## src/rtl/spi_cmd_ctrl.sv

```systemverilog
// spi_cmd_ctrl: frame-level command sequencer between the SPI slave core
// and the internal register bus. The first word of each chip-select frame
// is a command; the following words are auto-incrementing register reads
// or writes, one bus transaction per SPI word. Sticky status flags report
// framing and bus errors and are returned to the host with every command.
module spi_cmd_ctrl #(
    parameter int TIMEOUT    = 64,
    parameter int DATA_WIDTH = 16
) (
    input  logic                  i_sys_clk,
    input  logic                  i_sys_rst,
    input  logic [DATA_WIDTH-1:0] i_rx_data,
    input  logic                  i_rx_valid,
    input  logic                  i_spi_active,
    output logic [DATA_WIDTH-1:0] o_tx_data,
    output logic                  o_tx_load,
    output logic                  o_reg_req,
    output logic                  o_reg_we,
    output logic [7:0]            o_reg_addr,
    output logic [DATA_WIDTH-1:0] o_reg_wdata,
    input  logic                  i_reg_ack,
    input  logic [DATA_WIDTH-1:0] i_reg_rdata,
    output logic [3:0]            o_status,
    input  logic                  i_status_clr,
    output logic                  o_busy
);

    localparam int TW = $clog2(TIMEOUT + 1);

    localparam logic [DATA_WIDTH-1:0] TX_DRAIN   = 16'hFFFF;
    localparam logic [DATA_WIDTH-1:0] TX_TIMEOUT = 16'hDEAD;

    typedef enum logic [2:0] {
        ST_IDLE,
        ST_CMD,
        ST_RD_REQ,
        ST_RD_WAIT,
        ST_WR_WAIT,
        ST_DATA,
        ST_DRAIN
    } state_t;

    state_t                state_q, state_d;
    logic [7:0]            addr_q, addr_d;
    logic [4:0]            remaining_q, remaining_d;
    logic                  write_q, write_d;
    logic [TW-1:0]         timer_q, timer_d;
    logic [DATA_WIDTH-1:0] tx_data_q, tx_data_d;
    logic                  tx_load_q, tx_load_d;
    logic                  reg_req_q, reg_req_d;
    logic                  reg_we_q, reg_we_d;
    logic [DATA_WIDTH-1:0] reg_wdata_q, reg_wdata_d;
    logic [3:0]            status_q, status_d;
    logic                  busy_q, busy_d;
    logic                  active_q, active_d;
    logic                  abort_pend_q, abort_pend_d;

    logic       cs_rise;
    logic       cs_fall;
    logic       timeout_hit;
    logic       bus_done;
    logic [3:0] status_set;

    // State and output registers; reset drops any outstanding bus request at once.
    always_ff @(posedge i_sys_clk or posedge i_sys_rst) begin
        if (i_sys_rst) begin
            state_q      <= ST_IDLE;
            addr_q       <= '0;
            remaining_q  <= '0;
            write_q      <= 1'b0;
            timer_q      <= '0;
            tx_data_q    <= '0;
            tx_load_q    <= 1'b0;
            reg_req_q    <= 1'b0;
            reg_we_q     <= 1'b0;
            reg_wdata_q  <= '0;
            status_q     <= '0;
            busy_q       <= 1'b0;
            active_q     <= 1'b0;
            abort_pend_q <= 1'b0;
        end else begin
            state_q      <= state_d;
            addr_q       <= addr_d;
            remaining_q  <= remaining_d;
            write_q      <= write_d;
            timer_q      <= timer_d;
            tx_data_q    <= tx_data_d;
            tx_load_q    <= tx_load_d;
            reg_req_q    <= reg_req_d;
            reg_we_q     <= reg_we_d;
            reg_wdata_q  <= reg_wdata_d;
            status_q     <= status_d;
            busy_q       <= busy_d;
            active_q     <= active_d;
            abort_pend_q <= abort_pend_d;
        end
    end

    // Next-state, bus handshake, TX preload and status flag logic.
    always_comb begin
        state_d      = state_q;
        addr_d       = addr_q;
        remaining_d  = remaining_q;
        write_d      = write_q;
        tx_data_d    = tx_data_q;
        tx_load_d    = 1'b0;
        reg_req_d    = reg_req_q;
        reg_we_d     = reg_we_q;
        reg_wdata_d  = reg_wdata_q;
        abort_pend_d = abort_pend_q;
        status_set   = 4'b0000;
        active_d     = i_spi_active;

        cs_rise     = i_spi_active & ~active_q;
        cs_fall     = ~i_spi_active & active_q;
        // The wait counter runs only while a request is held, so it is zero
        // in the first cycle the request is visible on the bus.
        timeout_hit = reg_req_q && (timer_q == TW'(TIMEOUT - 1));
        bus_done    = reg_req_q && (i_reg_ack || timeout_hit);
        timer_d     = reg_req_q ? timer_q + TW'(1) : '0;

        // Words that arrive while a bus transaction is pending, or after the
        // frame's data phase is over, are dropped and flagged as overrun.
        if (i_rx_valid && (state_q == ST_RD_REQ || state_q == ST_RD_WAIT ||
                           state_q == ST_WR_WAIT || state_q == ST_DRAIN)) begin
            status_set[1] = 1'b1;
        end

        case (state_q)
            ST_IDLE: begin
                abort_pend_d = 1'b0;
                if (cs_rise) begin
                    tx_data_d = {12'h5A0, status_q};
                    tx_load_d = 1'b1;
                    state_d   = ST_CMD;
                end
            end

            ST_CMD: begin
                if (cs_fall) begin
                    state_d = ST_IDLE;
                end else if (i_rx_valid) begin
                    addr_d      = i_rx_data[7:0];
                    remaining_d = {1'b0, i_rx_data[11:8]} + 5'd1;
                    write_d     = i_rx_data[15];
                    if (i_rx_data[14:12] != 3'b000) begin
                        status_set[3] = 1'b1;
                        tx_data_d     = TX_DRAIN;
                        tx_load_d     = 1'b1;
                        state_d       = ST_DRAIN;
                    end else if (i_rx_data[15]) begin
                        state_d = ST_DATA;
                    end else begin
                        state_d = ST_RD_REQ;
                    end
                end
            end

            ST_RD_REQ: begin
                if (cs_fall) begin
                    status_set[0] = 1'b1;
                    state_d       = ST_IDLE;
                end else begin
                    reg_req_d = 1'b1;
                    reg_we_d  = 1'b0;
                    state_d   = ST_RD_WAIT;
                end
            end

            ST_RD_WAIT: begin
                // A CS drop here is remembered; the request still completes.
                if (cs_fall) begin
                    status_set[0] = 1'b1;
                    abort_pend_d  = 1'b1;
                end
                if (bus_done) begin
                    reg_req_d   = 1'b0;
                    addr_d      = addr_q + 8'd1;
                    remaining_d = remaining_q - 5'd1;
                    if (!i_reg_ack) begin
                        status_set[2] = 1'b1;
                    end
                    if (abort_pend_q || cs_fall) begin
                        state_d = ST_IDLE;
                    end else begin
                        tx_data_d = i_reg_ack ? i_reg_rdata : TX_TIMEOUT;
                        tx_load_d = 1'b1;
                        state_d   = ST_DATA;
                    end
                end
            end

            ST_WR_WAIT: begin
                if (cs_fall) begin
                    status_set[0] = 1'b1;
                    abort_pend_d  = 1'b1;
                end
                if (bus_done) begin
                    reg_req_d   = 1'b0;
                    addr_d      = addr_q + 8'd1;
                    remaining_d = remaining_q - 5'd1;
                    if (!i_reg_ack) begin
                        status_set[2] = 1'b1;
                    end
                    if (abort_pend_q || cs_fall) begin
                        state_d = ST_IDLE;
                    end else if (remaining_q == 5'd1) begin
                        tx_data_d = TX_DRAIN;
                        tx_load_d = 1'b1;
                        state_d   = ST_DRAIN;
                    end else begin
                        state_d = ST_DATA;
                    end
                end
            end

            ST_DATA: begin
                if (cs_fall) begin
                    status_set[0] = 1'b1;
                    state_d       = ST_IDLE;
                end else if (i_rx_valid) begin
                    if (write_q) begin
                        reg_req_d   = 1'b1;
                        reg_we_d    = 1'b1;
                        reg_wdata_d = i_rx_data;
                        state_d     = ST_WR_WAIT;
                    end else if (remaining_q != 5'd0) begin
                        state_d = ST_RD_REQ;
                    end else begin
                        tx_data_d = TX_DRAIN;
                        tx_load_d = 1'b1;
                        state_d   = ST_DRAIN;
                    end
                end
            end

            ST_DRAIN: begin
                if (cs_fall) begin
                    state_d = ST_IDLE;
                end
            end

            default: begin
                state_d = ST_IDLE;
            end
        endcase

        // A flag raised in the same cycle as a clear survives the clear.
        status_d = (i_status_clr ? 4'b0000 : status_q) | status_set;
        busy_d   = (state_d != ST_IDLE);
    end

    assign o_tx_data   = tx_data_q;
    assign o_tx_load   = tx_load_q;
    assign o_reg_req   = reg_req_q;
    assign o_reg_we    = reg_we_q;
    assign o_reg_addr  = addr_q;
    assign o_reg_wdata = reg_wdata_q;
    assign o_status    = status_q;
    assign o_busy      = busy_q;

endmodule

```

## config.mk

```make
export PLATFORM = sky130hd
export DESIGN_NAME = spi_cmd_ctrl
export DESIGN_NICKNAME = d
export VERILOG_FILES = /design/src/rtl/spi_cmd_ctrl.sv
export SDC_FILE = /design/constraint.sdc
export NUM_CORES = 1
export LEC_CHECK = 0
export BUFFER_PORTS_ARGS = -buffer_cell sky130_fd_sc_hd__buf_2
export CAP_MARGIN = 30
export CORE_UTILIZATION = 57
export DETAILED_ROUTE_END_ITERATION = 10
export PLACE_DENSITY_LB_ADDON = 0.2
export RECOVER_POWER = 100
export SLEW_MARGIN = 30
export SYNTH_ARGS = -nofsm -noshare
export SYNTH_HDL_FRONTEND = slang
export SYNTH_SLANG_ARGS = --single-unit
export TNS_END_PERCENT = 30
```

## constraint.sdc

```tcl
create_clock -name i_sys_clk -period 3.8 [get_ports i_sys_clk]
set_clock_uncertainty 0.05 [all_clocks]
set_input_delay 0.19 -clock i_sys_clk [delete_from_list [all_inputs] [get_ports i_sys_clk]]
set_output_delay 0.19 -clock i_sys_clk [all_outputs]
set_load 0.03 [all_outputs]
```

==> run metrics <==
status=finished clean; CP delay by family, top=compound AO/OA/AOI/OAI gates; Clk pwr share=17.1%; vias in the first global route=2615; final max-slew violation count=0; FP Rows=27; fin crit share=76.4%; main combinational cell family by area after synthesis=simple AND/OR/NAND/NOR gates; WL/cell=15.2 um; worst-skew pair later-pin latency=0.34 ns; max incr delay on CP=0.93 ns; P_sw=0.00143 W; postcts setup bufs=0; post-synthesis cell count=332; CTS H-tree depth=3; Die X=79.7 um; Buf+Inv Stages, Crit Path=0; CTS Buf Count=9; post-synthesis xor/xnor area fraction=1.53%; die area=0.00636 mm^2; Vias=2734; post-synthesis async set-or-reset flop share=100%; Post-synth EDFFs=0; Total GRT Usage=25.8%; synthesized flop and latch total=66; WL final=7.48 mm; worst vdd ir=469 uV; Lkg Pwr=1.86 nW; Final min period=2.90 ns; Worst Min Path Start=i_status_clr; vias per cell=5.55; Clock transition at path regs=0.07 ns; post-route ant nets=0; Sinks on Clock Net=66; Switching Share=45.4%; CP endpoint kind=flop; PortBufs=85; DRC viols=0; adder-cell share of the synthesized area=2.18%; simple-gate share of the synthesized area=17.7%; Antenna Cells=0; Comb pwr share=45.4%; Synth Warn #=0; CP max stage cell=o21ai_0; Max-Cap Viols=0; Synth Area per Inst=10.4 um^2; Power Total=0.00315 W; library cells used by synthesis=59; Clock Tree Buf Depth=2; first-pass GRT wire length=12.3 mm; hpwl dp=5.39 mm; die height=79.7 um; critical path type=reg2reg; Top Ports=86; Hold Fails Final Rpt=0; RSZ-0062 raised after global routing=false; FF-to-FF Start=state_q[2]$_DFF_PP0_; power density over the cells=798 mW/mm^2; first drt pass iteration count=5; Nets=460; setup TNS=0 ns; Cell Area, Synth=0.00344 mm^2; core area=0.00568 mm^2; number of setup violations in the final report=0; top-area cell type share of the netlist area=47.9%; Synth Area in Compound Gates=14.4%; CTS resizes=0; Initial Util=60.7%; worst-path cell chain=nor3b_1, a21oi_1, o21ai_0, o21ai_0, a22o_1; Critical Path Stages=5; Synth area leaders=dfrtp_1 48%, mux2_2 7.2%, a21oi_1 3.3%; Top FF cell, synth=dfrtp_1; hold path depth=2; class of the worst hold path=in2reg; CTS tree=built; worst r2r path cells=5; crit path launch=state_q[2]$_DFF_PP0_; Worst setup SP type=flop; clk root buf=clkbuf_8; critical path data required time=3.98 ns; leading area contributor after synthesis=dfrtp_1; sequential share of the synthesized area=47.9%; Max Fclk=345 MHz; CP max FO=18; Slew headroom=4.88%; syn nets=376; share of layout cells above drive strength 1=20.0%; register share of total power=37.6%; area delta synth->final=14.6%; arrival time at the worst endpoint=3.08 ns; antenna violations before repair=0; most used cell along the critical path=o21ai_0; internal power=0.00172 W; initial drt markers=247; grt total ovfl=0; post-layout util=69.6%; largest net degree at the start of global routing=39; mux contribution to synthesized area=10.8%; Worst-Margin Slew=1.43 ns; Final Wtd Congestion=0.885
-- cells in the final DEF (no fill, tap or decap), types with 2 or more instances in the layout --
cell type,synthesis,routed
a21o_1,3,3
a21oi_1,23,24
a22oi_1,2,2
a31oi_1,3,3
and2_0,0,3
and2_1,5,2
and3_1,4,4
buf_2,11,36
buf_4,0,3
clkbuf_1,1,50
clkbuf_8,0,11
clkinv_2,0,2
dfrtp_1,66,66
dlygate4sd3_1,0,2
ha_1,6,6
inv_1,19,19
mux2_1,0,5
mux2_2,22,22
mux2i_1,5,5
nand2_1,22,22
nand2b_1,2,3
nand3_1,13,13
nor2_1,23,23
nor2b_1,7,7
nor3_1,11,11
nor3b_1,3,4
nor4_1,2,2
nor4b_1,2,2
o21a_1,2,2
o21ai_0,22,26
o22ai_1,5,5
or3_1,2,2
or4_1,2,2
xnor2_1,5,5
-- cells in the mapped netlist, types with 2 or more instances --
cell type  instances
xnor2_1            5
nand2_1           22
a21o_1             3
ha_1               6
a21oi_1           23
o21ai_0           22
inv_1             19
mux2i_1            5
nor3_1            11
nor4b_1            2
buf_2             11
a22oi_1            2
or3_1              2
nand2b_1           2
and3_1             4
nand3_1           13
o22ai_1            5
a31oi_1            3
nor2_1            23
nor4_1             2
buf_6              3
mux2_2            22
nor3b_1            3
o21a_1             2
dfrtp_1           66
or4_1              2
nor2b_1            7
mux2_4             5
o21ai_1            3
and2_1             5
-- worst paths after layout --
path                                          endpoint  slack, ns
hold reg to reg                   timer_q[0]$_DFF_PP0_       0.43
setup reg to reg            remaining_q[2]$_DFFE_PP0P_       0.90
min in group asynchronous  o_reg_wdata[14]$_DFFE_PP0P_       0.77
max in group asynchronous   o_reg_wdata[4]$_DFFE_PP0P_       1.84
setup / recovery            remaining_q[2]$_DFFE_PP0P_       0.90
hold / removal                   o_status[1]$_DFF_PP0_       0.04
-- power by group through the flow --
stage | sequential [W] | combinational (W) | clock (W)
global placement | 0.00119 | 0.00150 | 0
floorplan | 0.00150 | 0.000869 | 0
CTS | 0.00118 | 0.00155 | 0.000551
global route | 0.00122 | 0.00156 | 0.000580
detailed placement | 0.00119 | 0.00154 | 0
finish | 0.00118 | 0.00143 | 0.000538
-- sequential cells by signal, summed over array words and instances, names as in the netlist, 3 cells and up --
signal,count
o_status,4
remaining_q,5
state_q,3
o_reg_wdata,16
o_tx_data,16
o_reg_addr,8
timer_q,7
-- routing by layer --
metal  up-vias  global-route usage [%]  routed length [um]
met5         -                       0                   0
met4         0                    9.29                 130
met3        13                    5.49                 359
met2        84                    42.1                3590
met1      1296                    34.0                3400
li1       1341                       -                   -
-- final cells by class --
cell class,instances,area [um^2]
inverter,19,71.3
fill,467,1730
tap,72,90.1
timing repair buffer,90,407
multi-input combinational,230,1550
clock buffer,12,155
clock inverter,4,26.3
sequential,66,1650
-- cell families after synthesis --
group / count (synthesis)
multiplexers: 32
AO/OA/AOI/OAI: 78
AND/OR/NAND/NOR: 108
XOR/XNOR: 6
buffers and inverters: 36
adder cells (fa/ha/maj): 6
flip-flops: 66
-- worst register-to-register path, stage by stage (launching register included) --
cell and delay [ns]:
dfrtp_1 0.62, nor3b_1 0.52, a21oi_1 0.13, o21ai_0 0.93, o21ai_0 0.26, a22o_1 0.29
-- through the flow --
step | std cells | instance area, um^2 | hold WS, ns | worst slack (ns)
after CTS | 493 | 4070 | 0.0187 | 1.19
after detailed placement | 475 | 3860 | 0.300 | 1.21
final | 493 | 3950 | 0.0359 | 0.899
after global placement | 475 | 3860 | 0.291 | 1.27
after global routing | 493 | 3950 | 0.0331 | 0.605
after floorplan | 332 | 3440 | 0.171 | 1.76
-- timing repair --
action,CTS,global route
hold buffers,2,0
endpoints found under the setup margin,0,0
hold endpoints to repair,38,0
(Power assumes the default switching activity.)
